### config.mk
export PLATFORM = sky130hd
export DESIGN_NAME = wb_arbiter
export DESIGN_NICKNAME = d
export VERILOG_FILES = /design/src/rtl/pipeline_pkg.sv /design/src/rtl/wb_scoreboard.sv /design/src/rtl/wb_arbiter.sv
export SDC_FILE = /design/constraint.sdc
export NUM_CORES = 1
export LEC_CHECK = 0
export ABC_AREA = 1
export BUFFER_PORTS_ARGS = -buffer_cell sky130_fd_sc_hd__buf_2
export CORE_MARGIN = 1.5
export CORE_UTILIZATION = 47
export CTS_BUF_LIST = sky130_fd_sc_hd__clkbuf_2 sky130_fd_sc_hd__clkbuf_4 sky130_fd_sc_hd__clkbuf_8
export CTS_CLUSTER_SIZE = 24
export DETAILED_ROUTE_END_ITERATION = 12
export GPL_ROUTABILITY_DRIVEN = 0
export GPL_TIMING_DRIVEN = 1
export PLACE_DENSITY = 0.77
export SETUP_SLACK_MARGIN = 0.02
export SLEW_MARGIN = 20
export SYNTH_ARGS = -nofsm -noshare
export SYNTH_HDL_FRONTEND = slang
export SYNTH_SLANG_ARGS = --single-unit
### constraint.sdc
create_clock -name i_clk -period 4.64 [get_ports i_clk]
set_input_delay 0.928 -clock i_clk [delete_from_list [all_inputs] [get_ports i_clk]]
set_output_delay 0.928 -clock i_clk [all_outputs]
set_load 0.01 [all_outputs]
### src/rtl/pipeline_pkg.sv
// pipeline_pkg: writeback types, arbiter states and starvation default shared by the writeback arbiter
package pipeline_pkg;
  localparam int STARVE_LIMIT_DEFAULT = 4;
  typedef struct packed {
    logic        wren;
    logic [4:0]  rd_addr;
    logic [31:0] rd_data;
  } writeback_t;
  typedef enum logic [1:0] {IDLE, HOLD, FORCE} wb_arb_state_t;
endpackage

### src/rtl/wb_scoreboard.sv
// wb_scoreboard: per-register pending-MDU-write mask, set on issue, cleared on retire, set wins
module wb_scoreboard (
  input  logic        i_clk,
  input  logic        i_rst,
  input  logic        i_set_en,
  input  logic [4:0]  i_set_rd,
  input  logic        i_clr_en,
  input  logic [4:0]  i_clr_rd,
  output logic [31:0] o_mask
);
  logic [31:0] mask_q, mask_d, set_m, clr_m;
  always_comb begin
    set_m = i_set_en ? (32'd1 << i_set_rd) : 32'd0;
    clr_m = i_clr_en ? (32'd1 << i_clr_rd) : 32'd0;
    mask_d = ((mask_q & ~clr_m) | set_m) & ~32'd1;
  end
  always_ff @(posedge i_clk or posedge i_rst)
    if (i_rst) mask_q <= '0;
    else mask_q <= mask_d;
  assign o_mask = mask_q;
endmodule

### src/rtl/wb_arbiter.sv
// wb_arbiter: merges buffered MDU results into the pipeline writeback port; WB_STARVE_GUARD_EN adds the starvation-forced grant
module wb_arbiter
  import pipeline_pkg::*;
#(
  parameter int STARVE_LIMIT = STARVE_LIMIT_DEFAULT
) (
  input  logic        i_clk,
  input  logic        i_rst,
  input  writeback_t  i_pipe_wb_pkg,
  output logic        o_pipe_stall,
  input  logic        i_mdu_issue,
  input  logic [4:0]  i_mdu_issue_rd,
  input  logic        i_mdu_valid,
  input  logic [4:0]  i_mdu_rd_addr,
  input  logic [31:0] i_mdu_rd_data,
  output logic        o_mdu_ready,
  output writeback_t  o_wb_pkg,
  output logic [31:0] o_busy_mask
);
  wb_arb_state_t state_q, state_d;
  logic [4:0]    buf_rd_q, buf_rd_d;
  logic [31:0]   buf_data_q, buf_data_d;
  logic          clr_en, pipe_wr, hit;
  writeback_t    buf_wb;
`ifdef WB_STARVE_GUARD_EN
  localparam int CW = $clog2(STARVE_LIMIT + 1);
  logic [CW-1:0] cnt_q, cnt_d, cnt_inc;
  assign cnt_inc = (cnt_q == CW'(STARVE_LIMIT)) ? cnt_q : cnt_q + 1'b1;
  always_ff @(posedge i_clk or posedge i_rst)
    if (i_rst) cnt_q <= '0;
    else cnt_q <= cnt_d;
`endif
  assign pipe_wr = i_pipe_wb_pkg.wren && (i_pipe_wb_pkg.rd_addr != 5'd0);
  assign hit = i_pipe_wb_pkg.rd_addr == buf_rd_q;
  assign buf_wb = '{1'b1, buf_rd_q, buf_data_q};
  assign o_mdu_ready = state_q == IDLE;
  always_comb begin
    state_d = state_q;
    buf_rd_d = buf_rd_q;
    buf_data_d = buf_data_q;
    clr_en = 1'b0;
    o_wb_pkg = i_pipe_wb_pkg;
    o_pipe_stall = 1'b0;
`ifdef WB_STARVE_GUARD_EN
    cnt_d = cnt_q;
`endif
    case (state_q)
      IDLE:
        if (i_mdu_valid && i_mdu_rd_addr != 5'd0) begin
          state_d = HOLD;
          buf_rd_d = i_mdu_rd_addr;
          buf_data_d = i_mdu_rd_data;
        end
      // a same-rd pipeline write is younger, so the buffered result is simply dropped
      HOLD:
        if (!pipe_wr || hit) begin
          o_wb_pkg = pipe_wr ? i_pipe_wb_pkg : buf_wb;
          state_d = IDLE;
          clr_en = 1'b1;
`ifdef WB_STARVE_GUARD_EN
          cnt_d = '0;
`endif
        end
`ifdef WB_STARVE_GUARD_EN
        else begin
          cnt_d = cnt_inc;
          state_d = (cnt_inc == CW'(STARVE_LIMIT)) ? FORCE : HOLD;
        end
      FORCE: begin
        o_wb_pkg = buf_wb;
        o_pipe_stall = 1'b1;
        state_d = IDLE;
        clr_en = 1'b1;
        cnt_d = '0;
      end
`endif
      default: state_d = IDLE;
    endcase
  end
  always_ff @(posedge i_clk or posedge i_rst)
    if (i_rst) begin
      state_q <= IDLE;
      buf_rd_q <= '0;
      buf_data_q <= '0;
    end else begin
      state_q <= state_d;
      buf_rd_q <= buf_rd_d;
      buf_data_q <= buf_data_d;
    end
  wb_scoreboard u_sb (
    .i_clk    (i_clk),
    .i_rst    (i_rst),
    .i_set_en (i_mdu_issue),
    .i_set_rd (i_mdu_issue_rd),
    .i_clr_en (clr_en),
    .i_clr_rd (buf_rd_q),
    .o_mask   (o_busy_mask)
  );
endmodule

# --- Yosys cells after proc, flatten, opt, wreduce, memory -nomap -nowiden ---
# Cells that the tools add are included.
word_totals:
  ff_bits: 70
  mem_count: 0
  input_bits: 84
  out_inout_bits: 72
  word_cells: 32
  ram_bits: 0
  latchBits: 0
  romBits: 0
classes:
  div: 0
  reduce_logical: 9
  n_mux: 10
  add_sub_neg: 0
  n_eq_ne: 4
  mul: 0
  bitwise_logic: 3
  n_lt_le_gt_ge: 0
  shifts: 2
ops:
  columns: ["operator", "count"]
  rows:
  - ["38-bit 2-to-1 mux", 3]
  - ["32-bit 2-to-1 mux", 2]
  - ["1-bit by 5-bit left shift with 32-bit output (first input constant)", 2]
  - ["32-bit bitwise AND", 1]
  - ["32-bit NOT", 1]
  - ["32-bit OR", 1]
  - ["5-bit nonzero test", 2]
  - ["5-bit equality test", 1]
  - ["2-bit 2-to-1 mux", 2]
  - ["2-bit one-hot mux with 2 select lines", 1]
  - ["2-bit AND reduction", 2]
  - ["2-bit by 1-bit equality test with 1-bit output (second input constant)", 1]
  - ["1-bit logical AND", 2]
  - ["2-bit zero test", 1]
  - ["1-bit 2-to-1 mux", 2]
  - ["2-bit by 1-bit inequality test with 1-bit output (second input constant)", 1]
  - ["2-bit inequality test (second input constant)", 1]
  - ["1-bit zero test", 1]
  - ["1-bit logical OR", 1]

# --- Logic depth before layout (Yosys ltp) ---
depth:
  depth_word: 10
  ltp_mapped: 11
  depth_no_buf: 9

# --- Modules after synthesis ---
# Synthesis repeated with hierarchy kept, for this count alone.
hier_totals:
  hier_cells: 533
  area_unflattened_um2: 3843.7
modules_own_cells:
  columns: ["mod", "seq_area_each_um2", "cells_per_inst", "n_inst", "area_per_inst_um2"]
  rows:
  - ["wb_arbiter", 950.9, 315, 1, 2239.6]
  - ["wb_scoreboard", 775.7, 218, 1, 1604.0]

# --- Worst setup path after synthesis ---
# Ideal clock, no wire load.
synth_timing:
  path_kind: "input to output"
  startpoint: "in i_pipe_wb_pkg[36] (netlist name)"
  endpoint: "out o_wb_pkg[21] (netlist name)"
  stages: 6
  n_path_buf: 1
  arrival_ns: 1.764
  t_required_ns: 3.712
  path_slack_ns: 1.948
  path_cell_list: "nor2_1 -> nand3_1 -> nand2_1 -> nand2_2 -> buf_2 -> o21ai_0"
synth_rtl:
  columns: ["element", "line_no", "text"]
  rows:
  - ["start, declared", "wb_arbiter.sv:9", "input writeback_t i_pipe_wb_pkg,"]
  - ["end, declared", "wb_arbiter.sv:17", "output writeback_t o_wb_pkg,"]

==> qor.yml <==
synthesis:
  yosysWarnings: 0
  yosysMostFrequentCell: "nand2_1"
  syn_area_mm2: 0.00380
  synth_top_area_share_pct: 45.5
  ys_ff_latch: 69
  synthArstFlopShare_pct: 100
  synth_area_leader_cell: "dfrtp_1"
  synth_sequential_area_ratio_pct: 45.5
  yosys-top-cells-count: "nand2_1 (225), dfrtp_1 (69), nor2_1 (54)"
  synth_ff_type: "dfrtp_1"
  yosys.cell_types.count: 23
  syn_inst: 554
  avgSynthCellArea_um2: 6.85
  synth_area_leaders: "dfrtp_1 (45%), nand2_1 (22%), nor2_1 (5.3%)"
  synth_edf_count: 0
pwr:
  comb_power_share_pct: 38.3
  p_per_area_mw_per_mm2: 598
  clkPwrFrac_pct: 21.4
  p_sw_mw: 1.16
  ir_drop_mv: 0.303
  pwr-share-seq_pct: 40.3
  leakagePower_nw: 2.69
  swShare_pct: 41.0
  cellInternalPower_mw: 1.68
  power_mw: 2.84
detailed_routing:
  drt_iter0_drc: 156
  routed_wl_mm: 10.1
  vias: 3894
  ant_nets: 0
  vias_per_cell: 4.92
  wl_per_cell_um: 12.8
  drc_errors: 0
  drt_pass1_iterations: 4
setup_path:
  worstPathArrival_ns: 2.63
  cp-startpoint: "i_pipe_wb_pkg[36]"
  crit_path_start_kind: "input pin"
  worstPathRequired_ns: 3.71
  cp_max_fo: 53
  critical_path_class: "in -> out"
  reg2reg_from: "state_q[0]"
  setup.worst_path.end_class: "output port"
sta:
  slew_headroom_pct: 30.6
  post-route-min-period_ns: 3.56
  finalSetupTns_ns: 0
  finClkSkew_ns: 0.00942
  rsz0062_at_grt: "false"
  tightestPinTransition_ns: 1.04
  hold_viol: 0
  setup_ws_ns: 1.08
  fin_crit_sh_pct: 76.8
  timing.fmax_mhz: 281
  maxSlewViolCount: 0
  hold_ws_ns: 0.467
  setup_violations: 0
cts:
  cts_made_buffers: 9
  cts_tree: "yes"
  tritoncts_num_sinks: 69
  cts.htree.levels: 3
  post_cts_resized: 0
  cts_setup_buffers: 0
  cts_root_buf: "clkbuf_8"
  clockBufferDepth: 2
  clk_latency_ns: 0.34
  clk_pin_slew_worst_paths_ns: 0.07
  ctsHoldBuffers: 0
placed_design:
  port_buffers: 153
  dpl.cell_count: 775
  post-place-ws_ns: 1.06
  placed_cell_area_mm2: 0.00451
  dp_hpwl_mm: 7.27
global_routing:
  track_usage_pct: 24.1
  grt_pass1_vias: 3723
  grt_overflow_total: 0
  grt_pass1_wl_mm: 16.6
  grt_max_degree: 65
  antenna_found_initial: 0
floorplan:
  die_h_um: 92.9
  start_util_pct: 48.9
  die_w_um: 92.9
  row_count: 32
  io_pins: 156
  core_region_area_mm2: 0.00777
  dieArea_mm2: 0.00862
cells_and_area:
  postLayoutCoreUtil_pct: 61.2
  nNetsFinal: 768
  antenna_cells: 0
  drive_gt1_share_pct: 26.6
  num-fill-cells: 755
  syn2layout_area_growth_pct: 25.2
  fin_area_mm2: 0.00475
  finalNonFillerCells: 791
flow_run:
  maxCapViolations: 0
hold_path:
  hold_class: "reg -> reg"
  min_from: "u_sb.o_mask[30]"
status:
  status: "complete, no violations"
==> critical path: stages <==
cell	delay, ns
buf_2	0.12
nor2_1	0.10
nand3_1	0.09
nand2_1	0.07
buf_4	0.24
nand2_2	0.50
o21ai_0	0.38
buf_2	0.18
==> per-layer routing <==
metal  vias to the layer above  global-route usage, %  wire length, um
met1                      1805                   31.3             4520
met2                       106                   40.2             4900
li1                       1969                      -                -
met4                         0                   9.22              174
met5                         -                      0                0
met3                        14                   4.19              503
==> final cells by class <==
type	instances	area (um2)	area share, %
clock buffers	12	153	3.21
well taps	102	128	2.68
flip-flops and latches	69	1730	36.3
clock inverters	4	95.1	2.00
inverters	51	194	4.08
multi-input cells	397	1670	35.1
repair buffers	156	788	16.6
==> layout by cell type, fill, tap and decap left out, types with 6 or more instances in the layout <==
cell | netlist | routed
inv_1 | 44 | 43
nand4_1 | 13 | 13
nor3_1 | 7 | 7
dfrtp_1 | 69 | 69
nand3_1 | 36 | 35
clkbuf_8 | 0 | 10
o21ai_1 | 10 | 10
nor2_1 | 54 | 54
inv_2 | 5 | 6
buf_2 | 15 | 153
nand2_1 | 225 | 225
a21oi_1 | 12 | 12
o21ai_0 | 29 | 29
==> registers in the layout, indices dropped and copies added (netlist names) <==
signal       cells
buf_data_q      32
u_sb.o_mask     31
state_q          1
buf_rd_q         5
==> kinds of logic after synthesis <==
logic type	count (synthesis)	synth area share (%)
and+or+nand+nor	343	36.7
DFF	69	45.5
other	1	0.0988
AOI/OAI and AO/OA	52	6.92
buffers and inverters	89	10.8
==> path summary, 6_finish.rpt <==
| check | slack (ns) | cells after the start | end |
|---|---|---|---|
| setup / recovery | 1.08 | 8 | o_wb_pkg[23] |
| hold / removal | 0.47 | 2 | u_sb.o_mask[30] |
| setup reg to reg | 1.91 | 5 | u_sb.o_mask[22] |
| hold reg to reg | 0.47 | 2 | u_sb.o_mask[30] |
| min in group asynchronous | 0.69 | 2 | buf_data_q[29] |
| max in group asynchronous | 3.02 | 3 | buf_rd_q[0] |
==> power by group through the flow <==
stage          combinational, mW  clock, mW  sequential [mW]
4_1_cts                     1.10      0.620             1.14
3_5_place_dp                1.09          0             1.15
3_3_place_gp                1.06          0             1.14
2_1_floorplan              0.776          0             1.08
6_report                    1.09      0.607             1.15
5_1_grt                     1.24      0.643             1.19
Power figures use the tool's default switching activity.
